===== config.mk =====
export PLATFORM = sky130hd
export DESIGN_NAME = apb_regbank_slave
export DESIGN_NICKNAME = d
export VERILOG_FILES = /design/src/rtl/apb_regbank_slave.sv
export SDC_FILE = /design/constraint.sdc
export NUM_CORES = 1
export LEC_CHECK = 0
export CAP_MARGIN = 20
export CORE_MARGIN = 10
export CORE_UTILIZATION = 52
export DETAILED_ROUTE_END_ITERATION = 8
export PLACE_DENSITY = 0.85
export SLEW_MARGIN = 5
export SYNTH_ARGS = -nofsm -noshare
export SYNTH_HDL_FRONTEND = slang
export SYNTH_SLANG_ARGS = --single-unit

===== constraint.sdc =====
create_clock -name HCLK -period 3.7 [get_ports HCLK]
set_input_delay 0.925 -clock HCLK [delete_from_list [all_inputs] [get_ports HCLK]]
set_output_delay 0.925 -clock HCLK [all_outputs]
set_load 0.05 [all_outputs]

===== src/rtl/apb_regbank_slave.sv =====
// apb_regbank_slave: APB3/APB4 completer with a small register bank.
//   RW control registers at idx 0..NUM_REGS-3, a W1C IRQ_STATUS register
//   at idx NUM_REGS-2 and a read-only STATUS register at idx NUM_REGS-1.
// Ports:
//   HCLK, HRESETn        clock, asynchronous active-low reset
//   PCLKEN               APB clock enable; the transfer FSM advances only when high
//   PSEL/PENABLE/PADDR/PWRITE/PWDATA/PSTRB/PPROT   APB request (PPROT unused)
//   PRDATA/PREADY/PSLVERR                           APB response
//   status_in            live value returned when STATUS is read
//   irq_event            per-bit set pulses into IRQ_STATUS (sampled every HCLK)
//   ctrl_out             concatenated RW registers, reg0 in the LSBs
//   irq                  registered OR of IRQ_STATUS
module apb_regbank_slave #(
    parameter int ADDRWIDTH   = 16,
    parameter int DATAWIDTH   = 32,
    parameter int NUM_REGS    = 8,
    parameter int WAIT_CYCLES = 1
) (
    input  logic                               HCLK,
    input  logic                               HRESETn,
    input  logic                               PCLKEN,
    input  logic                               PSEL,
    input  logic                               PENABLE,
    input  logic [ADDRWIDTH-1:0]               PADDR,
    input  logic                               PWRITE,
    input  logic [DATAWIDTH-1:0]               PWDATA,
    input  logic [3:0]                         PSTRB,
    input  logic [2:0]                         PPROT,
    output logic [DATAWIDTH-1:0]               PRDATA,
    output logic                               PREADY,
    output logic                               PSLVERR,
    input  logic [DATAWIDTH-1:0]               status_in,
    input  logic [DATAWIDTH-1:0]               irq_event,
    output logic [(NUM_REGS-2)*DATAWIDTH-1:0]  ctrl_out,
    output logic                               irq
);
    localparam int IW = $clog2(NUM_REGS);
    localparam int NC = NUM_REGS - 2;
    localparam logic [IW-1:0] IRQ_IDX = IW'(NUM_REGS - 2);
    localparam logic [IW-1:0] STS_IDX = IW'(NUM_REGS - 1);

    typedef enum logic {IDLE, ACCESS} state_t;

    state_t                    state_q, state_d;
    logic [IW-1:0]             idx_q, idx_d;
    logic                      wr_q, wr_d;
    logic [DATAWIDTH-1:0]      wdata_q, wdata_d;
    logic [3:0]                strb_q, strb_d;
    logic                      err_q, err_d;
    logic [3:0]                cnt_q, cnt_d;
    logic [NC*DATAWIDTH-1:0]   ctrl_q, ctrl_d;
    logic [DATAWIDTH-1:0]      irq_st_q, irq_st_d;
    logic                      irq_q, irq_d;

    logic [IW-1:0]             paddr_idx;
    logic                      setup_err;
    logic                      commit;
    logic [DATAWIDTH-1:0]      mask;
    logic [DATAWIDTH-1:0]      rdata;
    logic                      unused_inputs;

    assign unused_inputs = ^{PPROT, PADDR[1:0]};
    assign paddr_idx     = PADDR[IW+1:2];
    // Any address bit above the index field marks an unmapped address.
    assign setup_err     = (|PADDR[ADDRWIDTH-1:IW+2]) | (PWRITE && paddr_idx == STS_IDX);
    assign mask          = {{8{strb_q[3]}}, {8{strb_q[2]}}, {8{strb_q[1]}}, {8{strb_q[0]}}};

    always_comb begin
        state_d = state_q;
        idx_d   = idx_q;
        wr_d    = wr_q;
        wdata_d = wdata_q;
        strb_d  = strb_q;
        err_d   = err_q;
        cnt_d   = cnt_q;
        ctrl_d  = ctrl_q;
        commit  = 1'b0;
        if (PCLKEN && state_q == ACCESS) begin
            if (!PSEL) begin
                state_d = IDLE;
            end else if (PENABLE) begin
                if (cnt_q != 4'd0) begin
                    cnt_d = cnt_q - 4'd1;
                end else begin
                    state_d = IDLE;
                    commit  = wr_q & ~err_q;
                end
            end
        end
        // A setup phase (re)starts a transfer from either state.
        if (PCLKEN && PSEL && !PENABLE) begin
            state_d = ACCESS;
            idx_d   = paddr_idx;
            wr_d    = PWRITE;
            wdata_d = PWDATA;
            strb_d  = PSTRB;
            err_d   = setup_err;
            cnt_d   = 4'(WAIT_CYCLES);
        end
        for (int i = 0; i < NC; i++) begin
            if (commit && idx_q == IW'(i))
                ctrl_d[i*DATAWIDTH +: DATAWIDTH] = (ctrl_q[i*DATAWIDTH +: DATAWIDTH] & ~mask) | (wdata_q & mask);
        end
        // Event set wins over a same-cycle W1C clear.
        irq_st_d = (irq_st_q & ~((commit && idx_q == IRQ_IDX) ? (wdata_q & mask) : '0)) | irq_event;
        irq_d    = |irq_st_q;
    end

    always_comb begin
        rdata = '0;
        for (int i = 0; i < NC; i++) begin
            if (idx_q == IW'(i))
                rdata = ctrl_q[i*DATAWIDTH +: DATAWIDTH];
        end
        if (idx_q == IRQ_IDX)
            rdata = irq_st_q;
        if (idx_q == STS_IDX)
            rdata = status_in;
    end

    always_ff @(posedge HCLK or negedge HRESETn) begin
        if (!HRESETn) begin
            state_q  <= IDLE;
            idx_q    <= '0;
            wr_q     <= 1'b0;
            wdata_q  <= '0;
            strb_q   <= '0;
            err_q    <= 1'b0;
            cnt_q    <= '0;
            ctrl_q   <= '0;
            irq_st_q <= '0;
            irq_q    <= 1'b0;
        end else begin
            state_q  <= state_d;
            idx_q    <= idx_d;
            wr_q     <= wr_d;
            wdata_q  <= wdata_d;
            strb_q   <= strb_d;
            err_q    <= err_d;
            cnt_q    <= cnt_d;
            ctrl_q   <= ctrl_d;
            irq_st_q <= irq_st_d;
            irq_q    <= irq_d;
        end
    end

    assign PREADY   = (state_q == ACCESS) && (cnt_q == 4'd0);
    assign PSLVERR  = PREADY & err_q;
    assign PRDATA   = (PREADY && !wr_q && !err_q) ? rdata : '0;
    assign ctrl_out = ctrl_q;
    assign irq      = irq_q;
endmodule


# Yosys cells after proc, flatten, opt, wreduce, memory -nomap -nowiden
# Cells that the tools add are included.
# classes
n_addsub	1
eq_ne	10
n_mux	24
n_bitwise	21
n_reduce_logical	28
# op_table
cell	count
two-way mux 32 bit	10
bitwise AND 32 bit	8
bitwise OR 32 bit	7
NOT 32 bit	2
OR reduction 32 bit	1
two-way mux 4 bit	5
== test 3 bit (second input constant)	5
logical AND 1 bit	14
OR reduction 11 bit	1
two-way mux 1 bit	9
nonzero test 2 bit	4
== test 3 x 2 -> 1 bit (second input constant)	2
zero test 4 bit	1
AND reduction 4 bit	1
nonzero test 4 bit	1
subtractor 4 x 1 -> 4 bit (second input constant)	1
== test 3 x 1 -> 1 bit (second input constant)	1
zero test 1 bit	3
zero test 3 bit	1
!= test 3 x 1 -> 1 bit (second input constant)	1
!= test 3 x 2 -> 1 bit (second input constant)	1
AND reduction 3 bit	1
bitwise AND 1 bit	2
NOT 1 bit	1
bitwise OR 1 bit	1
# word_totals
ff_bits	271
inputBits	125
wordCells	99

# Logic depth before layout (Yosys ltp)
# logic_depth
depth_word	11
ltp_mapped	8
ltp_nobuf	7

# Worst setup path after synthesis
# OpenSTA, ideal clock, no wires.
# synth_path
path_type	register to output
startpoint	register cnt_q[0]
endpoint	output port PRDATA[14]
arrival_time_ns	3.923
t_required_ns	2.775
slack_ns	-1.148
stages_incl_launch_ff	9
cell_sequence	dfrtp_1 > inv_1 > ha_1 > nand4bb_1 > buf_2 > or3_1 > clkbuf_1 > clkbuf_1 > a2111oi_0
# synth_between
elab_chain_len	5
# synth_rtl
element	line	text
start: declaration	50	logic [3:0] cnt_q, cnt_d;
start signal: assignment	140	cnt_q <= cnt_d;
zero test 4 bit	147	assign PREADY = (state_q == ACCESS) && (cnt_q == 4'd0);
logical AND 1 bit	147	
logical AND 1 bit (2 in series)	149	assign PRDATA = (PREADY && !wr_q && !err_q) ? rdata : '0;
two-way mux 32 bit	149	
end: declaration	29	output logic [DATAWIDTH-1:0] PRDATA,
# No other way between the ends.

# Final worst setup path
# layout_path
startpoint	register cnt_q[0]
endpoint	output port PRDATA[1]
# Same word-level chain as after synthesis.

==> metrics <==
sequential fraction of the synthesis area=53.5%; Main synth FF type=dfrtp_1; total iterations of the first detailed-routing run=5; Final Max Slew Viols=0; violated checks=setup timing; worst skew pair latency=550 ps; Initial Util=52.5%; share of layout cells above drive strength 1=34.8%; Final Setup Violations=1; dpl ws=301 ps; Peak VDD IR=0.360 mV; Crit Path Category=flip-flop to output port; core area=24,200 um^2; Setup TNS=-8.99 ps; Fin. Hold Viols=0; Critical Path RT=2770 ps; RSZ-0062 raised after global routing=yes; PnR worst setup slack=-8.99 ps; fin crit share=100%; register area=6790 um^2; DR iter-0 viols=906; EDFF count, synth=0; PD cells=436 nW/um^2; Final ANT Viol Nets=0; Avg Vias per Cell=6.03; Longest Clk Path Bufs=3; htree depth=1; Slew @ Worst Pin=635 ps; area occupied by multi-input gates=5750 um^2; via count=10,190; GP Congestion=0.852; Ys Warns=0; Die H=176 um; largest net degree at the start of global routing=85; Remaining Overflow, GRT=0; Final #Nets=1,468; vias in the first global route=10,610; DRC violations left=0; post-synthesis cell count=960; crit path max fanout=13; Avg Cell Area, Syn=13.2 um^2; first-pass GRT wire length=66,600 um; top-count cell post-synth=dfrtp_1; CP endpoint kind=output port; clock sinks=271; die area=31,000 um^2; FF+latch count, synth=271; post-synthesis net count=1,087; Rel. slew slack=57.6%; Post-DP HPWL=31,500 um; clk_skew=18.8 ps; top cells by area, synth=dfrtp_1 53%, mux2_2 23%, mux4_2 3.0%; root buf cell=clkbuf_16; data arrival time of the critical path=2780 ps; Die X=176 um; number of library cell types mapped by synthesis=47; area share of the largest cell type after synthesis=53.5%; Max Cap Violations=0; cell taking the most area after synthesis=dfrtp_1; max frequency=0.270 GHz; CP Launch Type=flip-flop; Reg clk slew, reported paths=60 ps; Hold Buf Count CTS=0; antenna violations before repair=2; Tot GR Track Use=27.7%; fillers=1,557; Hold Crit Class=primary input to asynchronous set/reset pin; Post-synth ARST share=100%; Commonest cells post-synth=271 x dfrtp_1, 260 x mux2_2, 57 x nand2_1; Area Overhead vs Synth=44.2%; status=finished, violations left; Top Ports=352; number of port buffers=346; area of the mapped netlist=12,700 um^2; CTS tree=done; Avg WL per Cell=26.4 um; cts bufs inserted=30; Row Count=57; LEAKAGE=7.89 nW; final worst path period need=3710 ps; final wirelength=44,500 um; R2R cell count=5
## logic make-up after synthesis
family | share of synthesized area, %
buffers and inverters | 2.24
AO/OA/AOI/OAI | 9.43
multiplexers | 28.1
XOR/XNOR | 0.0691
adder cells (fa/ha/maj) | 0.197
flip-flops | 53.5
AND/OR/NAND/NOR | 6.49
## final timing paths
check | from | end | slack, ps
max in group asynchronous | HRESETn | asynchronous set/reset pin | 2670
min in group HCLK | cnt_q[3] | cnt_q[3] | 490
hold reg to reg | cnt_q[3] | cnt_q[3] | 490
hold / removal | HRESETn | wdata_q[26] | 270
setup / recovery | cnt_q[0] | PRDATA[1] | -9
setup reg to reg | idx_q[1] | flip-flop | 1100
## layout make-up
class | count | share of cell area [%]
Sequential cell | 271 | 37.1
Tap cell | 324 | 2.22
Clock inverter | 15 | 0.985
Antenna cell | 2 | 0.0274
Clock buffer | 39 | 4.68
Inverter | 20 | 0.410
Timing Repair Buffer | 398 | 23.1
Multi-Input combinational cell | 620 | 31.4
## per-layer routing
layer  GRT usage (%)  vias to the layer above  wire, um
met5               0                        -         0
met4            8.51                        0      1360
met3            6.62                       84      3450
met2            46.1                      432     22100
met1            35.0                     5295     17700
li1                -                     4379         -
## critical path, stage by stage (launching register included)
cell,delay (ps)
dfrtp_1,410
inv_1,90
ha_1,160
nand4bb_1,160
or3_4,470
buf_12,190
a2111oi_1,520
buf_12,220
## where the power goes
part / switching, mW / internal [mW]
combinational: 0.879 / 0.674
clock: 1.19 / 1.90
sequential: 0.230 / 3.10
## stage by stage
| stage | hold slack [ps] | cells | power [mW] | area [um^2] | util [%] |
|---|---|---|---|---|---|
| after global routing | 279 | 1688 | 8.24 | 18300 | 75.7 |
| final | 272 | 1689 | 7.97 | 18300 | 75.7 |
| after CTS | 266 | 1687 | 7.97 | 18200 | 75.4 |
| after floorplan | 452 | 960 | 4.18 | 12700 | - |
| after detailed placement | 487 | 1632 | 4.86 | 17100 | 70.8 |
| after global placement | 477 | 1632 | 4.83 | 17100 | 70.8 |
## what timing repair did
action | in CTS | in global routing
resized for setup | 10 | 14
setup buffers | 1 | 0
pin swaps | 1 | 0
endpoints found under the setup margin | 28 | 18
hold endpoints to repair | 0 | 0
## layout by cell type (no fill, tap or decap), types with 4 or more instances in the layout
cell type and instances:
a221oi_2 6, o22ai_1 36, inv_1 18, buf_4 49
a21o_1 32, mux2_2 260, clkbuf_8 5, o31ai_1 8
dfrtp_1 268, a221o_1 7, o21ai_0 19, mux2i_1 20
bufinv_16 4, a211oi_2 4, a2111oi_1 4, nor4_1 10
nor4_2 4, nor2_1 19, nor2b_1 4, clkinv_2 9
clkdlybuf4s50_1 311, nor3_1 4, nand2_1 55, buf_12 36
mux4_2 17, nor2_2 23, a22oi_1 6, nand4b_1 4
clkbuf_16 31, mux2_1 5, o2bb2ai_1 5, a221oi_1 8
a21oi_1 8, nand4_1 4, a2111oi_2 6, a22o_1 10
(Power assumes the default switching activity.)
